### src/rtl/pac_mover_if.sv
// Wall-map read port and tile-map write port between pac_mover and the maze/tile memories.
interface pac_mover_if #(
    parameter int unsigned ADDR_W = 11
);
    logic [ADDR_W-1:0] wall_addr;
    logic [1:0]        wall_data;
    logic              tile_we;
    logic [ADDR_W-1:0] tile_waddr;
    logic [2:0]        tile_wdata;

    modport master (
        output wall_addr,
        input  wall_data,
        output tile_we,
        output tile_waddr,
        output tile_wdata
    );

    modport slave (
        input  wall_addr,
        output wall_data,
        input  tile_we,
        input  tile_waddr,
        input  tile_wdata
    );
endinterface

### src/rtl/pac_mover.sv
// Moves Pac-Man one tile per game tick on the maze grid and updates the renderer tile map.
// Optional pellet scoring is enabled by defining PAC_PELLET_EN.
module pac_mover #(
    parameter int unsigned COLS    = 40,
    parameter int unsigned ROWS    = 30,
    parameter int unsigned START_X = 20,
    parameter int unsigned START_Y = 15,
    parameter int unsigned ADDR_W  = 11
) (
    input  logic        clk,
    input  logic        reset,
    input  logic        tick,
    input  logic        dir_valid,
    input  logic [1:0]  dir_req,
    pac_mover_if.master bus,
    output logic [5:0]  pac_x,
    output logic [4:0]  pac_y,
    output logic        busy,
    output logic        moved,
    output logic [9:0]  score
);
    localparam logic [1:0] DirRight = 2'd0;
    localparam logic [1:0] DirLeft  = 2'd1;
    localparam logic [1:0] DirUp    = 2'd2;

    typedef enum logic [3:0] {
        StInit, StIdle, StRdReq, StChkReq, StRdCur, StChkCur, StErase, StDraw, StDone
    } state_t;

    typedef struct packed {
        logic       oob;
        logic [4:0] y;
        logic [5:0] x;
    } tgt_t;

    function automatic logic [ADDR_W-1:0] addr_of(input logic [5:0] x, input logic [4:0] y);
        return ADDR_W'(32'(y) * COLS + 32'(x));
    endfunction

    // x wraps around the tunnel; y leaving the grid counts as a wall
    function automatic tgt_t target(input logic [1:0] dir, input logic [5:0] x,
                                    input logic [4:0] y);
        tgt_t t;
        t.x   = x;
        t.y   = y;
        t.oob = 1'b0;
        case (dir)
            DirRight: t.x = (x == 6'(COLS - 1)) ? 6'd0 : x + 6'd1;
            DirLeft:  t.x = (x == 6'd0) ? 6'(COLS - 1) : x - 6'd1;
            DirUp:    if (y == 5'd0) t.oob = 1'b1; else t.y = y - 5'd1;
            default:  if (y == 5'(ROWS - 1)) t.oob = 1'b1; else t.y = y + 5'd1;
        endcase
        return t;
    endfunction

    localparam logic [ADDR_W-1:0] StartAddr = ADDR_W'(START_Y * COLS + START_X);

    state_t            state_q;
    logic [1:0]        cur_dir_q, pend_dir_q;
    logic              pend_valid_q;
    logic [5:0]        pac_x_q, tgt_x_q;
    logic [4:0]        pac_y_q, tgt_y_q;
    logic              tgt_oob_q;
    logic [ADDR_W-1:0] wall_addr_q;
    logic              moved_q;
    tgt_t              tgt_pend, tgt_cur;
    logic              free;

    always_comb begin
        tgt_pend = target(pend_dir_q, pac_x_q, pac_y_q);
        tgt_cur  = target(cur_dir_q, pac_x_q, pac_y_q);
        free     = !tgt_oob_q && !bus.wall_data[0];
    end

    always_ff @(posedge clk or posedge reset) begin
        if (reset) begin
            state_q      <= StInit;
            cur_dir_q    <= DirLeft;
            pend_dir_q   <= DirRight;
            pend_valid_q <= 1'b0;
            pac_x_q      <= 6'(START_X);
            pac_y_q      <= 5'(START_Y);
            tgt_x_q      <= 6'(START_X);
            tgt_y_q      <= 5'(START_Y);
            tgt_oob_q    <= 1'b0;
            wall_addr_q  <= '0;
            moved_q      <= 1'b0;
        end else begin
            moved_q <= 1'b0;
            case (state_q)
                StInit: state_q <= StIdle;
                StIdle: begin
                    if (tick) begin
                        if (pend_valid_q && pend_dir_q != cur_dir_q) begin
                            {tgt_oob_q, tgt_y_q, tgt_x_q} <= tgt_pend;
                            wall_addr_q <= addr_of(tgt_pend.x, tgt_pend.y);
                            state_q     <= StRdReq;
                        end else begin
                            {tgt_oob_q, tgt_y_q, tgt_x_q} <= tgt_cur;
                            wall_addr_q <= addr_of(tgt_cur.x, tgt_cur.y);
                            state_q     <= StRdCur;
                        end
                    end
                end
                StRdReq: state_q <= StChkReq;
                StChkReq: begin
                    if (free) begin
                        cur_dir_q    <= pend_dir_q;
                        pend_valid_q <= 1'b0;
                        state_q      <= StErase;
                    end else begin
                        // blocked turn stays pending and is retried on later ticks
                        {tgt_oob_q, tgt_y_q, tgt_x_q} <= tgt_cur;
                        wall_addr_q <= addr_of(tgt_cur.x, tgt_cur.y);
                        state_q     <= StRdCur;
                    end
                end
                StRdCur:  state_q <= StChkCur;
                StChkCur: state_q <= free ? StErase : StDone;
                StErase:  state_q <= StDraw;
                StDraw: begin
                    pac_x_q <= tgt_x_q;
                    pac_y_q <= tgt_y_q;
                    moved_q <= 1'b1;
                    state_q <= StDone;
                end
                StDone:  state_q <= StIdle;
                default: state_q <= StInit;
            endcase
            // a new request overrides a same-cycle clear
            if (dir_valid) begin
                pend_dir_q   <= dir_req;
                pend_valid_q <= 1'b1;
            end
        end
    end

    always_comb begin
        bus.tile_we    = 1'b0;
        bus.tile_waddr = '0;
        bus.tile_wdata = 3'd0;
        case (state_q)
            StInit: begin
                bus.tile_we    = !reset;
                bus.tile_waddr = StartAddr;
                bus.tile_wdata = 3'd1;
            end
            StErase: begin
                bus.tile_we    = 1'b1;
                bus.tile_waddr = addr_of(pac_x_q, pac_y_q);
            end
            StDraw: begin
                bus.tile_we    = 1'b1;
                bus.tile_waddr = addr_of(tgt_x_q, tgt_y_q);
                bus.tile_wdata = 3'd1;
            end
            default: ;
        endcase
    end

`ifdef PAC_PELLET_EN
    logic [9:0] score_q;

    always_ff @(posedge clk or posedge reset) begin
        if (reset) begin
            score_q <= '0;
        end else if ((state_q == StChkReq || state_q == StChkCur) && free &&
                     bus.wall_data[1] && score_q != 10'd1023) begin
            score_q <= score_q + 10'd1;
        end
    end

    assign score = score_q;
`else
    logic unused_pellet;
    assign unused_pellet = bus.wall_data[1];
    assign score         = '0;
`endif

    assign bus.wall_addr = wall_addr_q;
    assign pac_x         = pac_x_q;
    assign pac_y         = pac_y_q;
    assign busy          = (state_q != StIdle);
    assign moved         = moved_q;
endmodule

### src/flat_wrapper.sv
// flat-port wrapper written by rule: the top's interface ports become plain ports
module pac_mover_flat 
#(
    parameter int unsigned COLS    = 40,
    parameter int unsigned ROWS    = 30,
    parameter int unsigned START_X = 20,
    parameter int unsigned START_Y = 15,
    parameter int unsigned ADDR_W  = 11
)
  (clk, reset, tick, dir_valid, dir_req, pac_x, pac_y, busy, moved, score, bus_wall_addr, bus_wall_data, bus_tile_we, bus_tile_waddr, bus_tile_wdata);
  pac_mover_if #(.ADDR_W(ADDR_W)) bus_i ();
  input  logic clk;
  input  logic reset;
  input  logic tick;
  input  logic dir_valid;
  input  logic [1:0] dir_req;
  output logic [5:0] pac_x;
  output logic [4:0] pac_y;
  output logic busy;
  output logic moved;
  output logic [9:0] score;
  output wire logic [$bits(bus_i.wall_addr)-1:0] bus_wall_addr;
  input wire logic [$bits(bus_i.wall_data)-1:0] bus_wall_data;
  output wire logic [$bits(bus_i.tile_we)-1:0] bus_tile_we;
  output wire logic [$bits(bus_i.tile_waddr)-1:0] bus_tile_waddr;
  output wire logic [$bits(bus_i.tile_wdata)-1:0] bus_tile_wdata;
  assign bus_wall_addr = bus_i.wall_addr;
  assign bus_i.wall_data = bus_wall_data;
  assign bus_tile_we = bus_i.tile_we;
  assign bus_tile_waddr = bus_i.tile_waddr;
  assign bus_tile_wdata = bus_i.tile_wdata;
  pac_mover #(.COLS(COLS), .ROWS(ROWS), .START_X(START_X), .START_Y(START_Y), .ADDR_W(ADDR_W)) u_core (.clk(clk), .reset(reset), .tick(tick), .dir_valid(dir_valid), .dir_req(dir_req), .bus(bus_i), .pac_x(pac_x), .pac_y(pac_y), .busy(busy), .moved(moved), .score(score));
endmodule
### config.mk
export PLATFORM = sky130hd
export DESIGN_NAME = pac_mover_flat
export DESIGN_NICKNAME = d
export VERILOG_FILES = /design/src/rtl/pac_mover_if.sv /design/src/rtl/pac_mover.sv /design/src/flat_wrapper.sv
export SDC_FILE = /design/constraint.sdc
export NUM_CORES = 1
export LEC_CHECK = 0
export CAP_MARGIN = 15
export CELL_PAD_IN_SITES_DETAIL_PLACEMENT = 0
export CELL_PAD_IN_SITES_GLOBAL_PLACEMENT = 2
export CORE_AREA = 4 4 126 128
export CTS_CLUSTER_DIAMETER = 40
export DETAILED_ROUTE_END_ITERATION = 6
export DIE_AREA = 0 0 130 132
export GPL_TIMING_DRIVEN = 0
export PLACE_DENSITY = 0.73
export SYNTH_ARGS = -nofsm -noshare
export SYNTH_HDL_FRONTEND = slang
export SYNTH_SLANG_ARGS = --single-unit
### constraint.sdc
create_clock -name clk -period 3.9 [get_ports clk]
set_input_delay 0.78 -clock clk [delete_from_list [all_inputs] [get_ports clk]]
set_output_delay 0.78 -clock clk [all_outputs]
set_load 0.05 [all_outputs]
==> reports/metrics.cfg, run 1 <==
[floorplan]
floorplan.die.width_microns = 130
core.rowCount = 45
die-height_microns = 132
effective_utilization_at_floorplan = 0.303
top_level_ports = 57
placeableCoreArea_sq_mm = 0.0149
dieArea_sq_mm = 0.0172

[hold_path]
timing.hold.worst.class = reg2reg
timing.hold.worst.start = u_core.bus.wall_addr[2]

[logic_synthesis]
synth_area_sq_mm = 0.00450
synth-async-reset-ratio = 1.00
synth_ff_type = dfrtp_1
ys_seq_elements = 42
syn_inst = 536
synthesis.area_per_instance_sq_um = 8.40
synth-edff-count = 0
yosysSeqAreaShare = 0.237
synth_top_area_share = 0.161
yosys.area.top_type = dfrtp_1
synth_top_cells_by_area = dfrtp_1 16%, ha_1 11%, dfstp_2 7.6%
ys.warnings.count = 0
yosysUniqueCellTypes = 68

[timing]
rsz0062_at_grt = yes
final-hold-violation-count = 0
setup_violations = 0
slew_headroom = 0.551
transition_at_the_pin_with_the_smallest_max_transition_slack_ns = 0.671
achievable-frequency_ghz = 0.263
finalMaxSlewViolations = 0
finalSetupTns_ns = 0
worst_setup_margin_ns = 0.104
fin_crit_sh = 0.973
final_period_minus_worst_setup_slack_ns = 3.80
finClkSkew_ns = 0.00725

[drt]
vias_after_detailed_routing = 4179
iteration_count_of_the_initial_detailed_routing_pass = 5
via_per_inst = 5.24
antenna_violating_nets_left = 0
wl_mm = 14.3
post_drt_wl_per_cell_microns = 18.0
route.detailed.drc = 0
drt-initial-drc-count = 332

[run]
drv.max_cap_violation_count = 0

[setup_path]
timing.critical_path.required_ns = 4.07
setup.worst_path.start_class = register
critical_path.cell_chain = clkinvlp_4 > ha_4 > or4b_4 > mux2_2 > a221oi_4 > ha_1 > ha_1 > fa_2 > xor2_2 > nand4_1 > xor2_2 > mux2i_1 > o211ai_1
timing.critical_path.slowest_cell_delay_ns = 0.51
critical_path.max_fanout = 5
type_of_destination_of_the_critical_path = register
startpoint_of_the_most_critical_register_to_register_path = u_core.pac_y[1]
timing.setup.critical_path_class = reg2reg
cpMaxStageDelayCell = or4b_4
critical_path_startpoint = u_core.pac_y[1]
worst_ep_arrival_time_ns = 3.96

[placed_design]
finalWeightedCongestion = 0.881
hpwl_mm = 11.2
dp_cells = 779
dp_worst_setup_slack_ns = -0.622
port_buffers = 43

[pwr]
peakVddDrop_mv = 0.525
leakagePower_nw = 2.51
total_power_mw = 5.50
p_per_area_mw_per_mm2 = 964

[global_routing]
grt_max_degree = 28
global_route_wire_length_before_repair_mm = 23.0
global_route.usage.total = 0.171
antenna_found_initial = 0
number_of_global_route_vias_before_repair = 4191
grt-ovfl-total = 0

[clock_network]
tritoncts_clock_tree = yes
root_buffer = clkbuf_16
clock_path_buffers = 2
numClockSinks = 42
skew_pair_late_insertion_delay_ns = 0.30
path_clk_slew_ns = 0.07
cts_inserted_buffers = 5
ctsHtreeMaxLevel = 2

[finish]
final_cells = 797
syn2layout_area_growth_pct = 26.8
number_of_inserted_diodes = 0
filler_cell_count = 1528
finish.net_count = 665
fraction_of_layout_instances_using_a_drive_strength_above_1 = 0.189

[outcome]
outcome = completed

synth_stat cells (all sizes together) (9+ instances only):
cell,instances
dfstp,13
a21o,13
mux2,12
nor3,9
o21ai,35
a21oi,31
nand3,9
dfrtp,29
xor2,11
a211oi,10
ha,41
nor2,41
mux2i,18
buf,20
xnor2,21
inv,19
nand2,48
clkbuf,31
worst paths after layout:
check / to / slack [ns] / cells after the start
worst max-delay path: u_core.bus.wall_addr[9] / 0.10 / 13
worst min-delay path: u_core.bus.wall_addr[2] / 0.48 / 2
worst max register to register: u_core.bus.wall_addr[9] / 0.10 / 13
worst min register to register: u_core.bus.wall_addr[2] / 0.48 / 2
max in group asynchronous: u_core.cur_dir_q[0] / 2.53 / 3
min in group asynchronous: u_core.bus.wall_addr[2] / 0.80 / 2
cell families (layout without fill, tap and decap cells):
| group | count (synthesis) | count (layout) | synth area share |
|---|---|---|---|
| buf+inv | 71 | 133 | 0.0717 |
| simple gates | 170 | 170 | 0.195 |
| compound gates | 140 | 140 | 0.209 |
| fa+ha+maj | 49 | 49 | 0.150 |
| flops | 42 | 42 | 0.237 |
| other cells | 1 | 12 | 0.000833 |
| mux | 30 | 30 | 0.0700 |
| xor+xnor | 33 | 33 | 0.0675 |
cells in the final DEF, fill, tap and decap left out, drive strengths merged, types with 18 or more instances in the layout:
master	instances
xnor2	21
ha	41
o21ai	35
clkbuf	30
a21oi	31
buf	39
clkdlybuf4s50	38
dfrtp	29
nand2	48
nor2	41
mux2i	18
inv	18
report_power, final:
group / internal, mW / total, mW / switching [mW]
sequential: 0.646 / 0.850 / 0.204
combinational: 1.64 / 4.08 / 2.44
clock: 0.368 / 0.565 / 0.196
total: 2.66 / 5.50 / 2.84
sequential cells by signal (all words and copies together) (netlist names):
name,cells
u_core.pac_x,6
u_core.state_q,4
u_core.pend_valid_q,1
u_core.bus.wall_addr,11
u_core.tgt_x_q,4
u_core.pac_y,5
u_core.cur_dir_q,2
u_core.tgt_y_q,5
u_core.pend_dir_q,2
u_core.tgt_oob_q,1
u_core.moved,1
what timing repair did:
action | 4_1_cts | 5_1_grt
pin swaps | 1 | 13
hold buffers | 0 | 0
gates resized for setup | 32 | 29
setup endpoints to repair | 9 | 6
buffers inserted | 7 | 8
routing by layer:
| metal | vias up | share of wire | GRT usage |
|---|---|---|---|
| met4 | 0 | 0.017 | 0.0456 |
| met3 | 14 | 0.038 | 0.0223 |
| met1 | 2021 | 0.47 | 0.241 |
| li1 | 2053 | - | - |
| met5 | - | 0 | 0 |
| met2 | 91 | 0.47 | 0.273 |
layout make-up:
cell class                 instances  area (sq um)  share of cell area
multi-input combinational        434          3330               0.583
sequential                        42          1070               0.188
timing repair buffer              59           559              0.0980
buffer                            46           236              0.0414
tap                              188           235              0.0412
clock buffer                       5           125              0.0219
inverter                          20          78.8              0.0138
clock inverter                     3          68.8              0.0121
critical path, delay by kind of cell, from the launching register on:
kind | cells | cell delay (ns)
AO/OA/AOI/OAI | 2 | 0.33
XOR/XNOR | 2 | 0.43
adder cells (fa/ha/maj) | 4 | 1.04
multiplexers | 2 | 0.54
AND/OR/NAND/NOR | 2 | 0.70
buffers and inverters | 1 | 0.10
flip-flops | 1 | 0.50
through the flow:
stage / utilization / area [sq um] / hold slack [ns]
after floorplan: - / 4580 / 0.465
after global placement: 0.353 / 5250 / 0.464
after detailed placement: 0.355 / 5270 / 0.475
after CTS: 0.375 / 5570 / 0.491
after global routing: 0.384 / 5710 / 0.523
final: 0.384 / 5710 / 0.483
No activity file was read; power rests on OpenSTA's default activity.
==> run 2, diff against run 1 <==
GPL_TIMING_DRIVEN = default   (was 0)
==> reports/metrics.cfg, run 2 (same netlist as run 1, synthesis figures left out) <==
[outcome]
outcome = completed

[timing]
final-hold-violation-count = 0  ; unchanged
finalSetupTns_ns = 0  ; unchanged
final_period_minus_worst_setup_slack_ns = 3.82  ; +0.0217 ns
finalMaxSlewViolations = 0  ; unchanged
transition_at_the_pin_with_the_smallest_max_transition_slack_ns = 0.634  ; -0.0366 ns
achievable-frequency_ghz = 0.262  ; -0.57%
setup_violations = 0  ; unchanged
hold_slack_ns = 0.481  ; -0.00178 ns
worst_setup_margin_ns = 0.0820  ; -0.0217 ns
fin_crit_sh = 0.979  ; +0.00557
finClkSkew_ns = 0.00300  ; -0.00425 ns
slew_headroom = 0.576  ; +0.0244

[placed_design]
dp_worst_setup_slack_ns = -0.0433  ; +0.578 ns
hpwl_mm = 10.1  ; -10%
finalWeightedCongestion = 0.836  ; -5.1%
port_buffers = 43  ; unchanged
dp_cells = 763  ; -2.1%
postPlaceCellArea_sq_mm = 0.00532  ; +0.95%

[setup_path]
worst_ep_arrival_time_ns = 3.04  ; -0.92 ns
worst-r2r-setup-slack_ns = 0.09  ; about the same
startpoint_of_the_most_critical_register_to_register_path = u_core.pac_y[1]
setup.worst_path.start_class = register
r2r-end = u_core.bus.wall_addr[9]
type_of_destination_of_the_critical_path = output pin
timing.critical_path.required_ns = 3.12  ; -0.95 ns
rr_worst_depth = 14  ; +1
critical_path.max_fanout = 6  ; +1
timing.setup.critical_path_class = reg2out

[finish]
commonest_cells_after_routing_fill_and_taps_aside = 48 x nand2_1, 42 x buf_4, 41 x nor2_1
flip_flop_count_of_the_largest_register_all_copies_and_words_added = 11  ; unchanged
syn2layout_area_growth_pct = 25.1
finish.net_count = 647  ; -2.7%
fraction_of_layout_instances_using_a_drive_strength_above_1 = 0.184  ; -0.00440
final_util = 0.379  ; -0.00505
number_of_inserted_diodes = 0  ; unchanged
mostFrequentLayoutCell = nand2_1
layout.cell_area.non_filler_sq_mm = 0.00563  ; -1.3%
final_cells = 779  ; -2.3%

[hold_path]
timing.hold.worst.start = u_core.bus.wall_addr[8]
timing.hold.worst.class = reg2reg
min_to = u_core.bus.wall_addr[8]
holdPathStages = 2  ; unchanged

[clock_network]
path_clk_slew_ns = 0.07  ; about the same
clock_path_buffers = 2  ; unchanged
hold_buffers = 0  ; unchanged
ctsHtreeMaxLevel = 2  ; unchanged
skew_pair_late_insertion_delay_ns = 0.30  ; about the same
numClockSinks = 42  ; unchanged
cts_inserted_buffers = 5  ; unchanged
root_buffer = clkbuf_16
tritoncts_clock_tree = yes

[drt]
drt-initial-drc-count = 189  ; -43%
iteration_count_of_the_initial_detailed_routing_pass = 4  ; -1
vias_after_detailed_routing = 4089  ; -2.2%
antenna_violating_nets_left = 0  ; unchanged
via_per_inst = 5.25  ; +0.11%
post_drt_wl_per_cell_microns = 17.1  ; -4.8%
wl_mm = 13.3  ; -6.9%
route.detailed.drc = 0  ; unchanged

[global_routing]
antenna_found_initial = 0  ; unchanged
global_route_wire_length_before_repair_mm = 21.8  ; -5.3%
grt_max_degree = 43  ; +54%
grt-ovfl-total = 0  ; unchanged
number_of_global_route_vias_before_repair = 4161  ; -0.72%
global_route.usage.total = 0.158  ; -0.0121

[pwr]
p_per_area_mw_per_mm2 = 945  ; -2.0%
peakVddDrop_mv = 0.454  ; -14%
leakagePower_nw = 2.50  ; -0.39%
total_power_mw = 5.32  ; -3.2%

[floorplan]
dieArea_sq_mm = 0.0172  ; unchanged
placeableCoreArea_sq_mm = 0.0149  ; unchanged
top_level_ports = 57  ; unchanged
floorplan.die.width_microns = 130  ; unchanged
effective_utilization_at_floorplan = 0.303  ; unchanged
die-height_microns = 132  ; unchanged
core.rowCount = 45  ; unchanged

[run]
drv.max_cap_violation_count = 0  ; unchanged

[run 2: cell types whose count changed in the layout (fill, tap and decap cells not counted), moves of 3 or more]
cell / change
clkbuf_1: -20
buf_4: +13
buf_12: +5
buf_2: -5
clkbuf_2: -5
a41oi_2: -3
buf_1: -3
[run 2: where the power goes]
part / switching (mW) / total, mW / leakage, nW / internal, mW
Sequential: 0.234 / 0.878 / 0.508 / 0.645
Combinational: 2.30 / 3.99 / 1.91 / 1.70
Clock: 0.193 / 0.447 / 0.0729 / 0.254
Total: 2.72 / 5.32 / 2.50 / 2.60
[run 2: critical path, cell delays in order, from the launching register on]
cell and delay [ns]:
dfstp_4 0.63, buf_12 0.11, ha_1 0.24, ha_2 0.21, inv_2 0.06, fa_2 0.46
nand4b_1 0.21, or4_4 0.45, a41oi_4 0.21, buf_12 0.16
[run 2: worst max-delay path by stage]
stage / cells past startpoint / slack (ns) / start / end
global route: 14 / -0.01 / u_core.pac_y[1] / u_core.bus.wall_addr[9]
global placement: 13 / -0.03 / u_core.pac_y[1] / u_core.bus.wall_addr[10]
floorplan: 13 / -0.06 / u_core.pac_y[1] / u_core.bus.wall_addr[10]
detailed placement: 13 / -0.04 / u_core.pac_y[1] / u_core.bus.wall_addr[10]
finish: 9 / 0.08 / u_core.pac_y[1] / bus_tile_waddr[9]
CTS: 9 / 0.009 / u_core.pac_y[1] / bus_tile_waddr[9]
[run 2: final cells by class]
cell class	instances	area, sq um
clock buffer	6	139
tap	188	235
multi-input combinational	434	3270
timing repair buffer	87	828
fill	1595	9230
clock inverter	2	12.5
inverter	20	75.1
sequential	42	1070
[run 2: metal layers]
layer	GRT usage	up-vias	wire, microns
met2	0.268	65	6370
met1	0.213	1994	6380
met5	0	-	0
met3	0.0243	11	433
li1	-	2019	-
met4	0.0329	0	144
[run 2: what timing repair did]
action / 4_1_cts / 5_1_grt
buffers inserted: 0 / 8
endpoints found under the hold margin: 0 / 0
cloned: 0 / 0
resized for setup: 4 / 18
endpoints found under the setup margin: 4 / 6
pin swaps: 2 / 10
==> run 3, diff against run 2 <==
SKIP_CTS_REPAIR_TIMING = 1   (was default)
==> reports/metrics.cfg, run 3 (same netlist as run 1, synthesis figures left out) <==
[outcome]
outcome = completed

[finish]
syn2layout_area_growth_pct = 24.4
fraction_of_layout_instances_using_a_drive_strength_above_1 = 0.179  ; -0.00556
layout.cell_area.non_filler_sq_mm = 0.00560  ; -0.53%
flip_flop_count_of_the_largest_register_all_copies_and_words_added = 11  ; unchanged
number_of_inserted_diodes = 0  ; unchanged
mostFrequentLayoutCell = nand2_1
finish.net_count = 643  ; -0.62%
commonest_cells_after_routing_fill_and_taps_aside = 48 x nand2_1, 41 x nor2_1, 38 x ha_1, 38 x buf_4, 37 x clkdlybuf4s50_1
filler_cell_count = 1598  ; +0.19%

[drt]
drt-initial-drc-count = 152  ; -20%
vias_after_detailed_routing = 4047  ; -1.0%
iteration_count_of_the_initial_detailed_routing_pass = 4  ; unchanged
post_drt_wl_per_cell_microns = 17.0  ; -0.37%
route.detailed.drc = 0  ; unchanged
antenna_violating_nets_left = 0  ; unchanged
wl_mm = 13.2  ; -0.88%
via_per_inst = 5.22  ; -0.52%

[timing]
final-hold-violation-count = 0  ; unchanged
worst_setup_margin_ns = 0.0943  ; +0.0123 ns
fin_crit_sh = 0.976  ; -0.00314
slew_headroom = 0.572  ; -0.00339
finClkSkew_ns = 0.00277  ; -0.000235 ns
hold_slack_ns = 0.482  ; +0.000998 ns
transition_at_the_pin_with_the_smallest_max_transition_slack_ns = 0.639  ; +0.00507 ns
setup_violations = 0  ; unchanged
achievable-frequency_ghz = 0.263  ; +0.32%
finalMaxSlewViolations = 0  ; unchanged
final_period_minus_worst_setup_slack_ns = 3.81  ; -0.0123 ns
finalSetupTns_ns = 0  ; unchanged

[setup_path]
timing.setup.critical_path_class = reg2reg
timing.critical_path.required_ns = 4.07  ; +0.95 ns
worst_ep_arrival_time_ns = 3.97  ; +0.93 ns
type_of_destination_of_the_critical_path = register
setup.worst_path.start_class = register
critical_path.max_fanout = 4  ; -2

[pwr]
p_per_area_mw_per_mm2 = 946  ; +0.13%
seqPwrFrac = 0.166  ; about the same
intPower_mw = 2.58  ; -0.54%
peakVddDrop_mv = 0.454  ; about the same
power.share.clock = 0.085  ; about the same
power_switching_share = 0.513  ; +0.000690
pwr-share-comb = 0.750  ; about the same
switching_power_mw = 2.72  ; -0.27%
leakagePower_nw = 2.48  ; -0.83%
total_power_mw = 5.30  ; -0.40%

[global_routing]
grt-ovfl-total = 0  ; unchanged
antenna_found_initial = 0  ; unchanged
number_of_global_route_vias_before_repair = 4155  ; -0.14%
global_route_wire_length_before_repair_mm = 21.7  ; -0.38%
grt_max_degree = 43  ; unchanged
global_route.usage.total = 0.158  ; -0.000678

[floorplan]
dieArea_sq_mm = 0.0172  ; unchanged
die-height_microns = 132  ; unchanged
floorplan.die.width_microns = 130  ; unchanged
core.rowCount = 45  ; unchanged
top_level_ports = 57  ; unchanged
placeableCoreArea_sq_mm = 0.0149  ; unchanged
effective_utilization_at_floorplan = 0.303  ; unchanged

[hold_path]
timing.hold.worst.class = reg2reg

[clock_network]
tritoncts_clock_tree = yes
numClockSinks = 42  ; unchanged
root_buffer = clkbuf_16
ctsHtreeMaxLevel = 2  ; unchanged
cts_inserted_buffers = 5  ; unchanged
clock_path_buffers = 2  ; unchanged
skew_pair_late_insertion_delay_ns = 0.30  ; about the same
path_clk_slew_ns = 0.07  ; about the same

[placed_design]
dp_worst_setup_slack_ns = -0.0433  ; unchanged
finalWeightedCongestion = 0.836  ; unchanged
port_buffers = 43  ; unchanged
hpwl_mm = 10.1  ; unchanged
postPlaceCellArea_sq_mm = 0.00532  ; unchanged

[run]
drv.max_cap_violation_count = 0  ; unchanged

run 3: cell count changes in the layout (fill, tap and decap cells not counted):
cell,delta
buf_4,-4
run 3: power groups by stage:
| stage | Combinational, mW | Sequential [mW] | Clock [mW] |
|---|---|---|---|
| floorplan | 2.57 | 1.06 | 0 |
| global placement | 3.80 | 0.886 | 0 |
| detailed placement | 3.83 | 0.893 | 0 |
| CTS | 3.86 | 0.886 | 0.462 |
| global route | 4.39 | 0.915 | 0.475 |
| finish | 3.97 | 0.879 | 0.448 |
run 3: worst paths after layout:
kind | to | from | slack (ns) | cells after the start
min in group asynchronous | u_core.bus.wall_addr[2] | reset | 1.01 | 3
max | u_core.bus.wall_addr[9] | u_core.pac_y[1] | 0.09 | 14
max reg2reg | u_core.bus.wall_addr[9] | u_core.pac_y[1] | 0.09 | 14
min reg2reg | u_core.bus.wall_addr[8] | u_core.bus.wall_addr[8] | 0.48 | 2
min | u_core.bus.wall_addr[8] | u_core.bus.wall_addr[8] | 0.48 | 2
max in group asynchronous | u_core.bus.wall_addr[9] | reset | 2.48 | 3
run 3: layout make-up:
cell class                 count  area [sq um]  share of cell area
multi-input combinational    434          3270               0.583
timing repair buffer          83           798               0.143
clock inverter                 2          12.5             0.00223
clock buffer                   6           139              0.0248
tap                          188           235              0.0420
inverter                      20          75.1              0.0134
sequential                    42          1070               0.192
run 3: stage by stage:
step	utilization	std cells
final	0.377	775
after global placement	0.358	763
after floorplan	-	547
after detailed placement	0.358	763
after CTS	0.368	771
after global routing	0.377	775
run 3: worst max-delay path, stage by stage (launching register included):
cell	delay, ns
dfstp_4	0.48
inv_2	0.09
ha_4	0.13
or4b_4	0.50
mux2_4	0.33
a221oi_4	0.22
buf_4	0.16
ha_1	0.22
ha_2	0.19
fa_1	0.57
buf_6	0.12
nand4_1	0.11
xor2_1	0.22
mux2i_1	0.22
o211ai_1	0.11
run 3: per-layer routing:
metal,GRT usage,share of wire,up-vias
met2,0.269,0.48,62
met1,0.211,0.48,1971
met5,0,0,-
li1,-,-,2003
met4,0.0329,0.011,0
met3,0.0243,0.028,11
